--- config.mk ---
export PLATFORM = sky130hd
export DESIGN_NAME = m65c02_bus_cycle_ctrl
export DESIGN_NICKNAME = d
export VERILOG_FILES = /design/src/rtl/m65c02_bus_cycle_ctrl.sv
export SDC_FILE = /design/constraint.sdc
export NUM_CORES = 1
export LEC_CHECK = 0
export BUFFER_PORTS_ARGS = -buffer_cell sky130_fd_sc_hd__buf_2
export CORE_MARGIN = 1
export CORE_UTILIZATION = 50
export CTS_CLUSTER_DIAMETER = 200
export DETAILED_ROUTE_END_ITERATION = 10
export GPL_ROUTABILITY_DRIVEN = 0
export PLACE_DENSITY = 0.82
export SLEW_MARGIN = 20
export SYNTH_ARGS = -nofsm -noshare
export SYNTH_HDL_FRONTEND = slang
export SYNTH_SLANG_ARGS = --single-unit
--- constraint.sdc ---
create_clock -name Clk -period 3.65 [get_ports Clk]
set_clock_uncertainty 0.15 [all_clocks]
set_input_delay 0 -clock Clk [delete_from_list [all_inputs] [get_ports Clk]]
set_output_delay 0 -clock Clk [all_outputs]
set_load 0.01 [all_outputs]
--- src/rtl/m65c02_bus_cycle_ctrl.sv ---
// Memory-cycle sequencer: turns MMU wait-state requests and external Wait into core Rdy plus nOE/nWE strobes.
// Zero-wait accesses complete in the request cycle; a stuck Wait is aborted after pTO cycles with Bus_Err.
module m65c02_bus_cycle_ctrl #(
    parameter int pWS_Out = 3,
    parameter int pCntW   = 4,
    parameter int pTO     = 16
) (
    input  logic        Clk,
    input  logic        Rst,
    input  logic [1:0]  IO_Op,
    input  logic [15:1] CE,
    input  logic        Int_WS,
    input  logic        Wait,
    input  logic        Err_Clr,
    output logic        Rdy,
    output logic        nOE,
    output logic        nWE,
    output logic        Busy,
    output logic        Bus_Err,
    output logic        Err_Flg
);

    localparam int TW = $clog2(pTO + 1);
    localparam logic [pCntW-1:0] WS_N    = pCntW'(pWS_Out);
    localparam logic [pCntW-1:0] CNT_ONE = pCntW'(1);
    localparam logic [TW-1:0]    TO_MAX  = TW'(pTO);
    localparam logic [TW-1:0]    TO_ONE  = TW'(1);

    typedef enum logic [1:0] {IDLE, CNT, EXTW} state_t;

    state_t            state, state_nxt;
    logic [pCntW-1:0]  cnt, cnt_nxt;
    logic [TW-1:0]     tocnt, tocnt_nxt;
    logic              req, ws_req, active, rdy, bus_err;

    assign req    = (IO_Op != 2'b00) && (CE != '0);
    assign ws_req = req && Int_WS && (WS_N != '0);

    always_ff @(posedge Clk or posedge Rst) begin
        if (Rst) begin
            state   <= IDLE;
            cnt     <= '0;
            tocnt   <= '0;
            Err_Flg <= 1'b0;
        end else begin
            state <= state_nxt;
            cnt   <= cnt_nxt;
            tocnt <= tocnt_nxt;
            if (bus_err)
                Err_Flg <= 1'b1;
            else if (Err_Clr)
                Err_Flg <= 1'b0;
        end
    end

    always_comb begin
        state_nxt = state;
        cnt_nxt   = cnt;
        tocnt_nxt = tocnt;
        rdy       = 1'b1;
        bus_err   = 1'b0;
        case (state)
            IDLE: begin
                if (ws_req) begin
                    rdy       = 1'b0;
                    cnt_nxt   = WS_N - CNT_ONE;
                    state_nxt = CNT;
                end else if (req && Wait) begin
                    rdy       = 1'b0;
                    tocnt_nxt = TO_ONE;
                    state_nxt = EXTW;
                end
            end
            CNT: begin
                if (cnt != '0) begin
                    rdy     = 1'b0;
                    cnt_nxt = cnt - CNT_ONE;
                end else if (Wait) begin
                    rdy       = 1'b0;
                    tocnt_nxt = TO_ONE;
                    state_nxt = EXTW;
                end else begin
                    state_nxt = IDLE;
                end
            end
            EXTW: begin
                if (!Wait) begin
                    state_nxt = IDLE;
                end else if (tocnt != TO_MAX) begin
                    rdy       = 1'b0;
                    tocnt_nxt = tocnt + TO_ONE;
                end else begin
                    // Forced completion: the core sees a ready cycle flagged as a bus error.
                    bus_err   = 1'b1;
                    state_nxt = IDLE;
                end
            end
            default: state_nxt = IDLE;
        endcase
    end

    // Strobes are gated by Rst so an aborted access releases the bus without waiting for an edge.
    assign active  = !Rst && ((state != IDLE) || req);
    assign nOE     = !(active && IO_Op[1] && (CE != '0));
    assign nWE     = !(active && (IO_Op == 2'b01) && (CE != '0) && !rdy);
    assign Rdy     = rdy;
    assign Busy    = (state != IDLE);
    assign Bus_Err = bus_err;

endmodule

==> run_results.csv <==
group,metric,value,unit
status,status,"finished clean",
sta,fmax,452.6,MHz
pwr,combPwrFrac,48.0,%
yosys,synth_xor_area_share,2.071,%
setup_path,crit_buf_inv,1,
detailed_routing,dr.pass1.iters,4,
yosys,syn_area,845.8,um2
global_route,grt_pass1_wl,3.394,mm
setup_path,crit_type,"reg -> reg",
setup_path,critPathTopFamily,"simple AND/OR/NAND/NOR gates",
global_route,grt.total_usage,24.54,%
pwr,pwr-share-clk,16.1,%
setup_path,r2r_slack,1.44,ns
detailed_routing,drt_wl_total,1.984,mm
sta,hold_ws,0.09917,ns
yosys,ys_seq_area_share,35.50,%
clocking,tritoncts,"done",
pwr,p_leak,0.5206,nW
detailed_routing,post-route-drc-count,0,
sta,hold_viol,0,
yosys,synthAdderAreaFrac,5.917,%
sta,max_slew_margin,66.14,%
yosys,synth_compound_area_share,22.04,%
pwr,finalPower,0.6825,mW
yosys,synth_top_area_cell,"dfrtp_1",
worst_hold_path,min_from,"Wait",
sta,layout_min_cycle_time,2.209,ns
pwr,p_per_area,633.6,nW/um2
detailed_routing,topRoutingLayerUsed,"met4",
yosys,synthSimpleGateAreaFrac,29.59,%
pwr,p_int,0.3931,mW
die,die_w,43.13,um
worst_hold_path,hold_path_class,"in -> reg",
yosys,ys_warn_count,0,
clocking,cts-root-buf,"clkbuf_4",
pwr,switching_share,42.41,%
yosys,synthDistinctLibCells,36,
yosys,synthTopCellsByArea,"dfrtp_1 (36%), ha_1 (5.9%), inv_1 (4.9%)",
setup_path,cp-startpoint,"cnt[0]$_DFFE_PP0P_",
cells_and_area,antenna_cells,0,
sta,rsz0062_at_grt,"no",
die,io_pins,28,
pwr,max-vdd-ir-drop,326.7,uV
cells_and_area,final_util,69.89,%
clocking,clock_latency,0.28,ns
yosys,synthDominantCellAreaShare,35.50,%
setup_path,r2r_start,"cnt[0]$_DFFE_PP0P_",
sta,finalSetupViolCount,0,
detailed_routing,vias,869,
yosys,avgSynthCellArea,8.720,um2
setup_path,cp_max_fo,6,
sta,final.period_utilization,60.53,%
cells_and_area,layout-drive-gt1-share,29.55,%
sta,worst_pin_slew,0.5074,ns
cells_and_area,final_common_cell,"buf_2",
yosys,synth_cells,97,
die,die_y,43.13,um
place,io_buffers,27,
detailed_routing,avgViaCountPerCell,5.872,
yosys,synth.ff_latch_count,12,
detailed_routing,routedLengthMet1,848,um
die,die-area,1860,um2
die,initial_core_util,54.87,%
detailed_routing,dr_wl_met3,135,um
clocking,htreeDepth,1,
setup_path,critPathLaunchType,"flop",
place,hpwlAfterDp,1.526,mm
cells_and_area,area_delta_synth_final,27.37,%
yosys,muxShareOfSynthArea,0,%
clocking,clk_pin_slew_worst_paths,0.09,ns
cells_and_area,final_cell_mix,"buf_2 (27), dfrtp_1 (12), inv_1 (11), nand2_1 (8)",
setup_path,required,3.68,ns
setup_path,arrival,2.24,ns
global_route,overflow,0,
cells_and_area,nets,159,
yosys,synth_nets,123,
yosys,synth_top_family_by_area,"simple AND/OR/NAND/NOR gates",
setup_path,critPathCaptureType,"flop",
global_route,antenna_found_initial,0,
setup_path,cp_slowest_cell,"dfrtp_1",
die,num_rows,14,
sta,finalSetupTns,0,ns
global_route,grt_pass1_vias,839,
global_route,grt_max_degree,14,
pwr,p_seq_share,35.9,%
clocking,cts_buffers,3,
clocking,numClockSinks,12,
job,cap_violations,0,
setup_path,slowest_delay,0.40,ns
detailed_routing,drtIter0Drc,21,
clocking,cts_resized,0,
detailed_routing,ant_nets,0,
detailed_routing,wl_met2,965,um
detailed_routing,wl_per_cell,13.41,um
cells_and_area,fillerInstances,126,
clocking,clockBufferDepth,2,
setup_path,crit_chain,"inv_1 > ha_1 > or3b_4 > o31a_1 > or2_1 > a221o_1",
pwr,power.switching,0.2895,mW
sta,drv_slew,0,
die,core,1541,um2
-- state kept, by name, summed over array words and instances, names as in the netlist --
name,flops
Err_Flg,1
cnt,4
state,2
tocnt,5
-- worst paths after layout --
| path | depth (start not counted) | end |
|---|---|---|
| hold reg to reg | 2 | cnt[0]$_DFFE_PP0P_ |
| setup / recovery | 6 | tocnt[3]$_DFFE_PP0P_ |
| min in group asynchronous | 3 | tocnt[4]$_DFFE_PP0P_ |
| setup reg to reg | 6 | tocnt[3]$_DFFE_PP0P_ |
| hold / removal | 4 | tocnt[4]$_DFFE_PP0P_ |
| max in group asynchronous | 3 | cnt[3]$_DFFE_PP0P_ |
-- layer usage --
metal,up-vias,global-route usage (%)
met1,392,29.26
met3,4,2.979
li1,426,-
met4,0,13.94
met5,-,0
met2,47,41.79
-- power groups by stage --
stage / combinational, mW / sequential, mW / clock [mW]
6_report: 0.328 / 0.245 / 0.110
5_1_grt: 0.367 / 0.252 / 0.117
4_1_cts: 0.329 / 0.243 / 0.113
3_5_place_dp: 0.322 / 0.245 / 0
3_3_place_gp: 0.310 / 0.241 / 0
2_1_floorplan: 0.248 / 0.228 / 0
-- area by class of cell --
class | count | area [um2] | share of cell area (%)
Multi-Input combinational cell | 74 | 504.2 | 46.81
Sequential cell | 12 | 300.3 | 27.87
Timing Repair Buffer | 31 | 175.2 | 16.26
Inverter | 11 | 41.29 | 3.833
Clock buffer | 4 | 36.28 | 3.368
Tap cell | 16 | 20.02 | 1.858
-- stage by stage --
stage / setup WS, ns / instance area [um2] / instances
4_1_cts: 1.440 / 1077 / 148
3_5_place_dp: 1.453 / 1001 / 140
5_1_grt: 1.370 / 1077 / 148
6_report: 1.441 / 1077 / 148
3_3_place_gp: 1.497 / 1001 / 140
2_1_floorplan: 1.546 / 845.8 / 97
-- cells by family (layout without fill, tap and decap cells) --
| logic type | after synthesis | after routing |
|---|---|---|
| AND/OR/NAND/NOR | 43 | 43 |
| buffers and inverters | 11 | 46 |
| AO/OA/AOI/OAI | 25 | 25 |
| XOR/XNOR | 2 | 2 |
| flip-flops | 12 | 12 |
| adder cells (fa/ha/maj) | 4 | 4 |
-- Yosys cell counts --
cell type and n:
o22ai_1 2, o41ai_1 1, o21ai_0 5, o31ai_1 2, nor3b_1 1, nand4bb_1 1, nand3b_1 1, nor2_1 7
or4_1 2, nand2_1 8, nor3_1 2, a21o_1 2, or4_4 2, a211o_1 1, nand3_1 7, ha_1 4
o41a_1 1, a21oi_1 2, inv_1 11, and2_1 1, dfrtp_1 12, o31a_1 1, o211ai_1 1, or2_2 2
a22oi_1 1, xor2_1 2, a211oi_2 1, nor2b_1 4, o2bb2ai_1 1, or3b_4 1, a221o_1 2, and3_4 1
o21ai_2 1, or3_1 2, or2_1 1, a31oi_1 1
-- worst register-to-register path, cell delays in order, from the launching register on --
cell,delay [ns]
dfrtp_1,0.40
inv_1,0.10
ha_1,0.14
or3b_4,0.40
o31a_1,0.31
or2_1,0.26
a221o_1,0.35
-- what timing repair did --
action | CTS | global route
hold endpoints to repair | 18 | 0
buffers inserted | 0 | 0
hold buffers | 4 | 0
(Power assumes the default switching activity.)
